===== config.mk =====
export PLATFORM = sky130hd
export DESIGN_NAME = pulse_identifier_sequencer
export DESIGN_NICKNAME = d
export VERILOG_FILES = /design/src/rtl/pulse_identifier_sequencer.sv
export SDC_FILE = /design/constraint.sdc
export NUM_CORES = 1
export LEC_CHECK = 0
export CAP_MARGIN = 15
export CORE_ASPECT_RATIO = 0.6
export CORE_MARGIN = 3
export CORE_UTILIZATION = 45
export CTS_BUF_LIST = sky130_fd_sc_hd__clkbuf_16
export CTS_CLUSTER_DIAMETER = 100
export DETAILED_ROUTE_END_ITERATION = 8
export PLACE_DENSITY = 0.8
export SLEW_MARGIN = 20
export SYNTH_ARGS = -nofsm -noshare
export SYNTH_HDL_FRONTEND = slang
export SYNTH_SLANG_ARGS = --single-unit

===== constraint.sdc =====
create_clock -name clk_72MHz -period 7.2 [get_ports clk_72MHz]
set_input_delay 1.44 -clock clk_72MHz [delete_from_list [all_inputs] [get_ports clk_72MHz]]
set_output_delay 1.44 -clock clk_72MHz [all_outputs]
set_load 0.03 [all_outputs]

===== src/rtl/pulse_identifier_sequencer.sv =====
// pulse_identifier_sequencer
//
// Sequences one pulse_identifier instance: waits for its ready flag, snapshots the
// polynomial and the eight per-sensor iteration values, serialises them as a byte
// frame towards the host link, then acknowledges the pulse_identifier through its
// reset input so it re-arms for the next sweep. A watchdog bounds both link stalls
// and a pulse_identifier that never drops ready after the acknowledge.
//
// Frame: A5, {7'b0,poly[16]}, poly[15:8], poly[7:0], mask,
//        {7'b0,it[16]}, it[15:8], it[7:0] for each hit sensor (ascending index),
//        checksum (XOR of all bytes after the header).
//
// Ports:
//   clk_72MHz          system clock
//   reset              synchronous, active-high reset
//   pid_ready          ready flag from pulse_identifier
//   pid_reset          acknowledge, drives the pulse_identifier reset input
//   polynomial         identified polynomial (17 bits)
//   iteration_0..7     per-sensor iteration (17 bits), 0 = sensor not hit
//   tx_data/tx_valid   frame byte stream, tx_ready accepts a byte
//   frame_count        completed frames, wraps
//   timeout_count      watchdog events, saturates at 255
//   busy               high whenever the controller is not idle
module pulse_identifier_sequencer #(
    parameter int unsigned TIMEOUT_TICKS = 72000
) (
    input  logic        clk_72MHz,
    input  logic        reset,
    input  logic        pid_ready,
    output logic        pid_reset,
    input  logic [16:0] polynomial,
    input  logic [16:0] iteration_0,
    input  logic [16:0] iteration_1,
    input  logic [16:0] iteration_2,
    input  logic [16:0] iteration_3,
    input  logic [16:0] iteration_4,
    input  logic [16:0] iteration_5,
    input  logic [16:0] iteration_6,
    input  logic [16:0] iteration_7,
    output logic [7:0]  tx_data,
    output logic        tx_valid,
    input  logic        tx_ready,
    output logic [15:0] frame_count,
    output logic [7:0]  timeout_count,
    output logic        busy
);

    typedef enum logic [1:0] {StIdle, StSend, StAck} state_e;
    // Names the byte currently presented on tx_data while in StSend.
    typedef enum logic [2:0] {
        FHdr, FPolyHi, FPolyMid, FPolyLo, FMask, FSensor, FChk
    } field_e;

    localparam logic [19:0] TimeoutLim = 20'(TIMEOUT_TICKS);

    state_e      state_q;
    field_e      field_q;
    logic        armed_q;
    logic [16:0] snap_poly_q;
    logic [16:0] snap_it_q [8];
    logic [7:0]  mask_q;
    logic [2:0]  sensor_q;
    logic [1:0]  sub_q;      // 0: bit 16, 1: bits 15:8, 2: bits 7:0
    logic [7:0]  chk_q;
    logic [19:0] wd_q;

    logic [16:0] it_in [8];
    logic [7:0]  mask_in;
    logic [7:0]  chk_upd;
    logic [3:0]  search_start;
    logic        nxt_found;
    logic [2:0]  nxt_idx;
    logic        wd_hit;

    assign it_in[0] = iteration_0;
    assign it_in[1] = iteration_1;
    assign it_in[2] = iteration_2;
    assign it_in[3] = iteration_3;
    assign it_in[4] = iteration_4;
    assign it_in[5] = iteration_5;
    assign it_in[6] = iteration_6;
    assign it_in[7] = iteration_7;

    always_comb begin
        for (int i = 0; i < 8; i++) begin
            mask_in[i] = |it_in[i];
        end
    end

    // Running checksum including the byte being accepted; the header is excluded.
    // Next hit sensor: lowest set mask bit at or above search_start.
    always_comb begin
        chk_upd      = (field_q == FHdr) ? 8'h00 : (chk_q ^ tx_data);
        search_start = (field_q == FMask) ? 4'd0 : ({1'b0, sensor_q} + 4'd1);
        nxt_found    = 1'b0;
        nxt_idx      = 3'd0;
        for (int i = 7; i >= 0; i--) begin
            if (mask_q[i] && (4'(i) >= search_start)) begin
                nxt_found = 1'b1;
                nxt_idx   = 3'(i);
            end
        end
    end

    assign wd_hit = (wd_q + 20'd1) >= TimeoutLim;
    assign busy   = (state_q != StIdle);

    always_ff @(posedge clk_72MHz) begin
        if (reset) begin
            state_q       <= StIdle;
            field_q       <= FHdr;
            armed_q       <= 1'b1;
            snap_poly_q   <= '0;
            for (int i = 0; i < 8; i++) begin
                snap_it_q[i] <= '0;
            end
            mask_q        <= '0;
            sensor_q      <= '0;
            sub_q         <= '0;
            chk_q         <= '0;
            wd_q          <= '0;
            tx_data       <= '0;
            tx_valid      <= 1'b0;
            pid_reset     <= 1'b0;
            frame_count   <= '0;
            timeout_count <= '0;
        end else begin
            case (state_q)
                StIdle: begin
                    if (pid_ready && armed_q) begin
                        snap_poly_q <= polynomial;
                        for (int i = 0; i < 8; i++) begin
                            snap_it_q[i] <= it_in[i];
                        end
                        mask_q   <= mask_in;
                        armed_q  <= 1'b0;
                        field_q  <= FHdr;
                        sensor_q <= '0;
                        sub_q    <= '0;
                        chk_q    <= '0;
                        wd_q     <= '0;
                        tx_data  <= 8'hA5;
                        tx_valid <= 1'b1;
                        state_q  <= StSend;
                    end else if (!pid_ready) begin
                        armed_q <= 1'b1;
                    end
                end

                StSend: begin
                    if (tx_ready) begin
                        wd_q  <= '0;
                        chk_q <= chk_upd;
                        case (field_q)
                            FHdr: begin
                                tx_data <= {7'b0, snap_poly_q[16]};
                                field_q <= FPolyHi;
                            end
                            FPolyHi: begin
                                tx_data <= snap_poly_q[15:8];
                                field_q <= FPolyMid;
                            end
                            FPolyMid: begin
                                tx_data <= snap_poly_q[7:0];
                                field_q <= FPolyLo;
                            end
                            FPolyLo: begin
                                tx_data <= mask_q;
                                field_q <= FMask;
                            end
                            FMask, FSensor: begin
                                if (field_q == FSensor && sub_q == 2'd0) begin
                                    tx_data <= snap_it_q[sensor_q][15:8];
                                    sub_q   <= 2'd1;
                                end else if (field_q == FSensor && sub_q == 2'd1) begin
                                    tx_data <= snap_it_q[sensor_q][7:0];
                                    sub_q   <= 2'd2;
                                end else if (nxt_found) begin
                                    tx_data  <= {7'b0, snap_it_q[nxt_idx][16]};
                                    sensor_q <= nxt_idx;
                                    sub_q    <= 2'd0;
                                    field_q  <= FSensor;
                                end else begin
                                    tx_data <= chk_upd;
                                    field_q <= FChk;
                                end
                            end
                            default: begin
                                // Checksum accepted: frame complete.
                                tx_valid    <= 1'b0;
                                frame_count <= frame_count + 16'd1;
                                pid_reset   <= 1'b1;
                                wd_q        <= '0;
                                state_q     <= StAck;
                            end
                        endcase
                    end else if (wd_hit) begin
                        tx_valid  <= 1'b0;
                        pid_reset <= 1'b1;
                        wd_q      <= '0;
                        if (timeout_count != 8'hFF) begin
                            timeout_count <= timeout_count + 8'd1;
                        end
                        state_q <= StAck;
                    end else begin
                        wd_q <= wd_q + 20'd1;
                    end
                end

                StAck: begin
                    if (!pid_ready) begin
                        pid_reset <= 1'b0;
                        armed_q   <= 1'b1;
                        state_q   <= StIdle;
                    end else if (wd_hit) begin
                        // Leave disarmed so stale results are not re-captured.
                        pid_reset <= 1'b0;
                        armed_q   <= 1'b0;
                        if (timeout_count != 8'hFF) begin
                            timeout_count <= timeout_count + 8'd1;
                        end
                        state_q <= StIdle;
                    end else begin
                        wd_q <= wd_q + 20'd1;
                    end
                end

                default: state_q <= StIdle;
            endcase
        end
    end

endmodule


* After elaboration in Yosys (flattened, before gate mapping) *
Memory sizes are Yosys's and may differ from the RTL's. A register that Yosys moved wholly into a read port is not among the register bits.
Index checks and enable logic that the tools add are counted.

storage, ports and cells
  register bits = 98
  memory bits (writable) = 136
  input port bits = 157
  output and inout bits = 35
  logic and storage cells = 202
  memories kept = 1

cells by class
  $add $sub $neg = 4
  $lt $le $gt $ge = 9
  equality and inequality tests = 26
  multiplexer cells = 96
  bitwise operators = 10
  reductions and logical operators = 42

memory list
  memory     words  bits a word  read ports  clocked after Yosys merged registers in  write ports  RTL line  text
  snap_it_q  8      17           2           1                                        8            60        logic [16:0] snap_it_q [8];

operator list
  cell                                                                 number
  2-to-1 mux 17 bit                                                    8
  OR reduction 17 bit                                                  8
  2-to-1 mux 20 bit                                                    5
  2-to-1 mux 8 bit                                                     12
  one-hot mux 20 bit (3 select lines)                                  1
  2-to-1 mux 3 bit                                                     19
  one-hot mux 8 bit (2 select lines)                                   3
  one-hot mux 8 bit (5 select lines)                                   1
  2-to-1 mux 2 bit                                                     13
  2-to-1 mux 1 bit                                                     25
  adder 20 x 1 -> 20 bit, second input constant                        1
  greater-or-equal comparator 20 x 17 -> 1 bit, second input constant  1
  AND reduction 4 bit                                                  5
  inequality test 3 bit, second input constant                         6
  adder 16 x 1 -> 16 bit, second input constant                        1
  greater-or-equal comparator 3 x 4 -> 1 bit, first input constant     4
  inequality test 2 bit, second input constant                         8
  one-hot mux 3 bit (5 select lines)                                   1
  one-hot mux 3 bit (2 select lines)                                   2
  AND reduction 3 bit                                                  4
  logical AND 1 bit                                                    11
  adder 8 x 1 -> 8 bit, second input constant                          1
  greater-or-equal comparator 1 x 4 -> 1 bit, first input constant     2
  greater-or-equal comparator 2 x 4 -> 1 bit, first input constant     2
  27 further kinds                                                     43

* Logic depth before layout (Yosys ltp) *
Gate-level depths: netlist (run 1).

  depth after elaboration = 20
  gate-level depth with buffers = 12
  gate-level depth less buffers = 10

* Worst setup path before layout (run 1) *
No wires, ideal clock.

  path kind = input -> register
  start = in pid_ready
  end = mem snap_it_q[0][0], enable pin
  setup time = 1,166 ps
  data arrival time = 4,385 ps
  data required time = 6,034 ps
  slack = 1,649 ps
  cell stages on the path = 4
  path buffers = 2
  path through = nand3_1 -> clkbuf_1 -> buf_1 -> nand2_1

RTL lines
  item                RTL line  text
  start: declaration  29        input logic pid_ready,
  end: declaration    60

* Final worst setup path (run 1) *
  start = in tx_ready
  end = reg tx_data[0]

between the ends
  cells in the longest elaborated chain, start to end = 2

RTL lines
  item                             RTL line  text
  start: declaration               42        input logic tx_ready,
  inequality test 2 bit (no line)  --
  AND reduction 4 bit (no line)    --
  end signal: assignment           156       tx_data <= {7'b0, snap_poly_q[16]};
  end signal: assignment           160       tx_data <= snap_poly_q[15:8];
  end signal: assignment           164       tx_data <= snap_poly_q[7:0];
  end: declaration                 40        output logic [7:0] tx_data,

No other way between the ends.
A chain may end at the register's enable or synchronous reset.

==> metrics.md, run 1 <==
| Metric | Value |
|---|---|
| Largest net degree at the start of global routing | `103` |
| Post-synthesis register bit count | `roughly 240` |
| Skew-Pair Late Insertion Delay | `roughly 510 ps` |
| Worst slack at placement | `between 2000 and 3000 ps` |
| Final hold vios | `0` |
| Worst Path Max Fanout | `14` |
| Total of fill cells in the finished design | `2,018` |
| Post-synth ARST share | `0%` |
| Simple-gate share of the synthesized area | `a little over a fifth` |
| Final WS setup | `3400 ps` |
| # diodes | `0` |
| Drt first pass iters | `5` |
| Hold path cells | `2` |
| H-tree depth | `1` |
| Via density | `5.94` |
| Critical path class | `in2reg` |
| Wire per inst | `21.4 um` |
| Vias in the first global route | `8,848` |
| Clock Sinks | `237` |
| Clk pwr share | `35.1%` |
| FMAX | `0.263 GHz` |
| CTS clk-pin slew, worst paths | `60 ps` |
| RSZ-0062 raised after global routing | `false` |
| CTS tree | `yes` |
| Max VDD drop | `0.139 mV` |
| Initial drt markers | `1,092` |
| Worst Reg-to-Reg Cells | `8` |
| Placed Instance Area | `0.0137 sq mm` |
| Layout cells sized above 1 | `8.71%` |
| Synth warnings | `0` |
| Top_reg_cell synth | `edfxtp_1` |
| Synth area leader | `edfxtp_1` |
| Static leakage | `0.00496 uW` |
| Clock Skews | `7.23 ps` |
| Setup TNS | `0 ps` |
| Core area | `0.0247 sq mm` |
| Tmin final | `3800 ps` |
| Mapped Nets | `roughly 1,200` |
| Fin area | `0.0145 sq mm` |
| Die width | `~210 um` |
| First-pass GRT wire length | `51.5 mm` |
| # resized after CTS | `0` |
| Die height | `130 um` |
| Synth Area in XOR/XNOR | `under 10%` |
| Pwr Density | `around 240 mW/mm^2` |
| MaxCap Viol Count | `0` |
| DP HPWL | `24.4 mm` |
| Register area | `0.00611 sq mm` |
| Top cells by area, synth | `edfxtp_1 35%, dfxtp_1 17%, mux4_2 7.8%` |
| Post-Syn Area | `0.0116 sq mm` |
| CTS Hold Buffers Added | `0` |
| # DRC | `0` |
| Mux contribution to synthesized area | `9.18%` |
| Area share of the largest cell type after synthesis | `35.3%` |
| CP arrival | `4190 ps` |
| Post-CTS setup buffer count | `0` |
| Outcome | `finished clean` |
| Total GRT Usage | `~24%` |
| Worst-margin pin slew | `1130 ps` |
| Internal power | `2520 uW` |
| Largest family of logic cells by synthesized area | `simple AND/OR/NAND/NOR gates` |
| Sw frac | `26.6%` |
| Total Power | `3440 uW` |
| Area share of fa/ha/maj cells after synthesis | `less than 1%` |
| Post-synthesis compound-gate area fraction | `11.3%` |
| Gate Count Post-Synth | `1,072` |
| Routability Congestion | `~0.95` |
| Clk buf depth | `3` |
| DR vias | `9,339` |
| Final nets | `approximately 1,400` |
| Max-slew violations | `0` |
| Top Ports | `192` |
| Number of I/O port buffers | `around 190` |
| Die Area | `approximately 0.028 sq mm` |
| Antenna violations before repair | `2` |
| Number of synthesized flops with an enable pin | `roughly 140` |
| Post-synthesis sequential area ratio | `52.7%` |
| Flop pwr share | `around half` |
| Row cnt | `between 40 and 50` |
| Mean post-synth cell area | `10.8 sq um` |
| GR Overflow Total | `0` |
| Normalized max-slew margin | `about 25%` |
| Sw Pwr | `915 uW` |
| Initial Util | `about 47%` |
| Fin crit share | `52.7%` |
| Multi-input gate area | `0.00516 sq mm` |
| Synthesis-to-layout area growth | `24.9%` |
| Cell variety after synth | `73` |
| Crit. End Element | `register` |
| Hold WC Path Type | `reg2reg` |
| Root Driver | `clkbuf_16` |
| Data required time at the worst endpoint | `approximately 7600 ps` |
| Setup Viol. Count Final | `0` |
| Gate power share | `16.7%` |
| Final wirelength | `33.6 mm` |
| TritonCTS buffer count | `23` |
| Antenna-violating nets left | `0` |
| CP Launch Type | `primary input` |
| Final core utilization | `between 50 and 60%` |
[worst max-delay path: stages]
cell,delay [ps]
clkdlybuf4s50_1,570
nand2b_1,180
o21ai_0,120
a21oi_1,740
and3_1,390
o211ai_1,160
a311o_1,360
a21oi_1,130
a31oi_1,90
[final cells by class]
class	count	area share [%]
multi-input cells	751	35.7
clock inverters	18	1.12
well taps	322	2.78
flip-flops and latches	237	42.2
repair buffers	198	13.6
clock buffers	23	3.98
inverters	24	0.623
[power by group through the flow]
stage | combinational, uW | clock, uW | sequential, uW
2_1_floorplan | 315 | 0 | 1670
3_3_place_gp | 551 | 0 | 1670
3_5_place_dp | 558 | 0 | 1680
4_1_cts | 563 | 1210 | 1650
5_1_grt | 620 | 1280 | 1660
6_report | 575 | 1210 | 1650
[registers in the layout, indices dropped and copies added (netlist names), 3 cells and up, named ones only]
register       cells
mask_q             8
snap_poly_q       17
wd_q              20
timeout_count      8
snap_it_q        136
sensor_q           3
chk_q              8
frame_count       16
field_q            3
tx_data            8
[synthesized netlist by cell type, types with 3 or more instances]
master and instances:
a21oi_1 71, a221oi_1 7, a31oi_1 12, a41oi_1 3, and2_1 106, and3_1 7, and4_1 5, buf_2 14
clkbuf_1 43, dfxtp_1 101, edfxtp_1 136, ha_1 9, inv_1 23, mux2i_1 14, mux4_2 40, nand2_1 103
nand2b_1 10, nand3_1 29, nand4_1 14, nor2_1 79, nor2b_1 39, nor3_1 11, nor4_1 30, o211ai_1 7
o21a_1 5, o21ai_0 47, o22ai_1 3, o311ai_0 3, o31ai_1 9, o41ai_1 6, or3_1 9, or4_1 3
xnor2_1 9, xor2_1 17
[logic make-up after synthesis]
family,count (synthesis)
AOI/OAI and AO/OA,202
xor gates and xnor gates,26
adders and majority gates,9
buffers and inverters,84
DFF,237
muxes,56
and+or+nand+nor,458
[final timing paths]
check | startpoint | endpoint | slack [ps]
min reg2reg | snap_poly_q[1]$_SDFFE_PP0P_ | snap_poly_q[1]$_SDFFE_PP0P_ | 460
max | tx_ready | tx_data[0]$_SDFFE_PP0P_ | 3400
max reg2reg | field_q[1]$_SDFFE_PP0P_ | tx_data[4]$_SDFFE_PP0P_ | 3580
min | snap_poly_q[1]$_SDFFE_PP0P_ | snap_poly_q[1]$_SDFFE_PP0P_ | 460
[layer usage]
| layer | vias up | global-route usage (%) | part of all wire [%] |
|---|---|---|---|
| met5 | - | 0 | 0.062 |
| met4 | 4 | 4.46 | 1.7 |
| met3 | 51 | 8.84 | 13 |
| met2 | 495 | 33.3 | 40 |
| met1 | 4510 | 36.3 | 45 |
| li1 | 4279 | - | - |
[stage by stage]
step           instances  hold slack, ps
2_1_floorplan       1072             431
3_3_place_gp        1532             442
3_5_place_dp        1532             452
4_1_cts             1573             460
5_1_grt             1573             481
6_report            1573             460
[layout by cell type (no fill, tap or decap), drive strengths merged, types with 3 or more instances in the layout]
cell type and n:
clkdlybuf4s50 190, edfxtp 136, and2 106, nand2 104, dfxtp 101, nor2 80
a21oi 72, o21ai 47, mux4 40, nor2b 39, nor4 30, nand3 30
inv 25, clkbuf 23, xor2 17, nand4 16, mux2i 14, a31oi 12
nor3 12, o31ai 11, nand2b 10, or3 10, clkinv 10, xnor2 9
ha 9, buf 8, and3 7, a221oi 7, o211ai 7, o41ai 6
and4 5, o21a 5, o22ai 4, o311ai 4, or4 4, clkinvlp 4
a211oi 4, a41oi 3, bufinv 3
Power figures use the tool's default switching activity.
==> inputs of run 2 (changes only) <==
clock period = 3.5 ns   (was 7.2 ns; I/O delays follow)
==> metrics.md, run 2 (synthesized netlist as in run 1, its figures left out) <==
| Metric | Value |
|---|---|
| Crit. End Element | `register` |
| Crit-path cells | `ha_1 > and3_1 > nand2_2 > nor4_1 > o21ai_0 > o22ai_4 > o211ai_1 > or3_1 > a21oi_1` |
| Root Driver | `clkbuf_16` |
| Drt first pass iters | `5 (unchanged)` |
| Reg2reg end | `timeout_count[5]$_SDFFE_PP0P_` |
| Die height | `130 um (unchanged)` |
| First-pass GRT wire length | `52.2 mm (+1.3%)` |
| Worst-margin pin slew | `787 ps (-344 ps)` |
| Initial Util | `46.9% (unchanged)` |
| Hold path cells | `2 (unchanged)` |
| Clock Skews | `23.7 ps (+16.5 ps)` |
| Pwr Density | `480 mW/mm^2 (+100%)` |
| Top Layer Used | `met5` |
| H-tree depth | `1 (unchanged)` |
| Normalized max-slew margin | `47.2% (+23 points)` |
| CTS clk-pin slew, worst paths | `60 ps (about the same)` |
| # diodes | `0 (unchanged)` |
| Most common cell after layout, fill and taps aside | `clkdlybuf4s50_1` |
| Die Area | `0.0278 sq mm (unchanged)` |
| Worst Path Max Fanout | `11 (-3)` |
| Initial drt markers | `988 (-9.5%)` |
| Max-slew violations | `0 (unchanged)` |
| Die width | `213 um (unchanged)` |
| Layout cells sized above 1 | `9.70% (+0.99 points)` |
| Largest net degree at the start of global routing | `103 (unchanged)` |
| Wire per inst | `21.1 um (-1.2%)` |
| Data required time at the worst endpoint | `3960 ps (-3630 ps)` |
| DP HPWL | `24.8 mm (+1.6%)` |
| Register area | `0.00611 sq mm (about the same)` |
| Final nets | `1,417 (+1.1%)` |
| Critical path origin | `wd_q[0]$_SDFFE_PP0P_` |
| Largest reg by FF count | `snap_it_q` |
| Worst R2R Setup Slack | `380 ps (-3200 ps)` |
| Biggest regs | `snap_it_q: 136 flops, wd_q: 20 flops, snap_poly_q: 17 flops` |
| Worst Setup EP | `timeout_count[5]$_SDFFE_PP0P_` |
| FMAX | `0.321 GHz` |
| GR Overflow Total | `0 (unchanged)` |
| Total of fill cells in the finished design | `2,003 (-0.74%)` |
| Critical path class | `reg2reg` |
| Routability Congestion | `0.954 (+0.18%)` |
| RR Startpoint | `wd_q[0]$_SDFFE_PP0P_` |
| CTS Hold Buffers Added | `0 (unchanged)` |
| Setup TNS | `0 ps (unchanged)` |
| Max VDD drop | `0.280 mV (+100%)` |
| Hold WC Path Type | `reg2reg` |
| Crit-path slowest cell | `dfxtp_1` |
| Max stage delay on crit path | `480 ps (-260 ps)` |
| Row cnt | `44 (unchanged)` |
| Multi-input gate area | `0.00516 sq mm (about the same)` |
| RSZ-0062 raised after global routing | `false` |
| Final wirelength | `33.6 mm (-0.10%)` |
| MaxCap Viol Count | `0 (unchanged)` |
| Final core utilization | `59.1% (+0.55 points)` |
| CP arrival | `3580 ps (-610 ps)` |
| CP Launch Type | `register` |
| Number of I/O port buffers | `191 (unchanged)` |
| Antenna violations before repair | `2 (unchanged)` |
| Clock Sinks | `237 (unchanged)` |
| Fin crit share | `89.1%` |
| Total Power | `7010 uW (+100%)` |
| Final hold vios | `0 (unchanged)` |
| Via density | `5.91 (-0.45%)` |
| Synthesis-to-layout area growth | `26.0%` |
| CTS tree | `yes` |
| DR vias | `9,397 (+0.62%)` |
| Setup Viol. Count Final | `0 (unchanged)` |
| Tmin final | `3120 ps` |
| Metal-1 WL | `15.2 mm (-0.48%)` |
| Outcome | `finished clean` |
| Worst Reg-to-Reg Cells | `9 (+1)` |
| Most frequent cells in the layout | `190 x clkdlybuf4s50_1, 136 x edfxtp_1, 106 x and2_1` |
| Core area | `0.0247 sq mm (unchanged)` |
| Top Ports | `192 (unchanged)` |
| TritonCTS buffer count | `23 (unchanged)` |
| Vias in the first global route | `8,972 (+1.4%)` |
| Skew-Pair Late Insertion Delay | `530 ps (+20 ps)` |
| Antenna-violating nets left | `0 (unchanged)` |
| Met2 wire length | `13.8 mm (+2.2%)` |
| Routed length on met3 | `4.09 mm (-3.9%)` |
| Clk buf depth | `3 (unchanged)` |
| Static leakage | `0.00507 uW (+2.3%)` |
| Max reg flops | `136 (unchanged)` |
| Total GRT Usage | `24.4% (+0.36 points)` |
| # DRC | `0 (unchanged)` |
[run 2: worst min-delay path by stage]
stage | to | startpoint | slack (ps)
after floorplan | wd_q[17]$_SDFFE_PP0P_ | wd_q[17]$_SDFFE_PP0P_ | 430
after global placement | snap_poly_q[3]$_SDFFE_PP0P_ | snap_poly_q[3]$_SDFFE_PP0P_ | 450
after detailed placement | snap_poly_q[3]$_SDFFE_PP0P_ | snap_poly_q[3]$_SDFFE_PP0P_ | 450
after CTS | snap_poly_q[3]$_SDFFE_PP0P_ | snap_poly_q[3]$_SDFFE_PP0P_ | 460
after global routing | snap_poly_q[2]$_SDFFE_PP0P_ | snap_poly_q[2]$_SDFFE_PP0P_ | 480
final | snap_poly_q[16]$_SDFFE_PP0P_ | snap_poly_q[16]$_SDFFE_PP0P_ | 460
[run 2: per-layer routing]
| layer | global-route usage [%] | vias to the layer above |
|---|---|---|
| li1 | - | 4306 |
| met1 | 36.6 | 4579 |
| met2 | 34.5 | 456 |
| met3 | 8.55 | 52 |
| met4 | 4.15 | 4 |
| met5 | 0 | - |
[run 2: final cells by class]
type | count | share of cell area (%)
clock buffers | 24 | 4.11
clock inverters | 18 | 0.720
inverters | 24 | 0.617
multi-input cells | 751 | 35.4
flip-flops and latches | 237 | 41.8
well taps | 322 | 2.76
repair buffers | 214 | 14.6
[run 2: where the power goes]
part / switching [uW] / internal, uW / total (uW)
combinational: 675 / 548 / 1220
clock: 1070 / 1310 / 2390
sequential: 145 / 3250 / 3400
total: 1890 / 5120 / 7010
[run 2: repair_timing]
action,in CTS,in global routing
resized for setup,0,1
endpoints found under the setup margin,0,3
setup buffers,0,0
[run 2: per-stage QoR]
| stage | instances | hold WS (ps) | cell area [sq um] | worst slack [ps] |
|---|---|---|---|---|
| after floorplan | 1072 | 431 | 11600 | 729 |
| after global placement | 1548 | 445 | 13900 | 472 |
| after detailed placement | 1548 | 451 | 13900 | 294 |
| after CTS | 1590 | 460 | 14600 | 308 |
| after global routing | 1590 | 476 | 14600 | 112 |
| final | 1590 | 460 | 14600 | 382 |
[run 2: critical path, delay by kind of cell, from the launching register on]
family                   cells  cell delay [ps]
AND/OR/NAND/NOR              4             1290
AO/OA/AOI/OAI                4             1040
adder cells (fa/ha/maj)      1              250
flip-flops                   1              480
==> inputs of run 3 (changes only) <==
SKIP_CTS_REPAIR_TIMING = 1   (was unset)
==> results of run 3 <==
Final layout, timing and power as in run 2 (identical DEF).
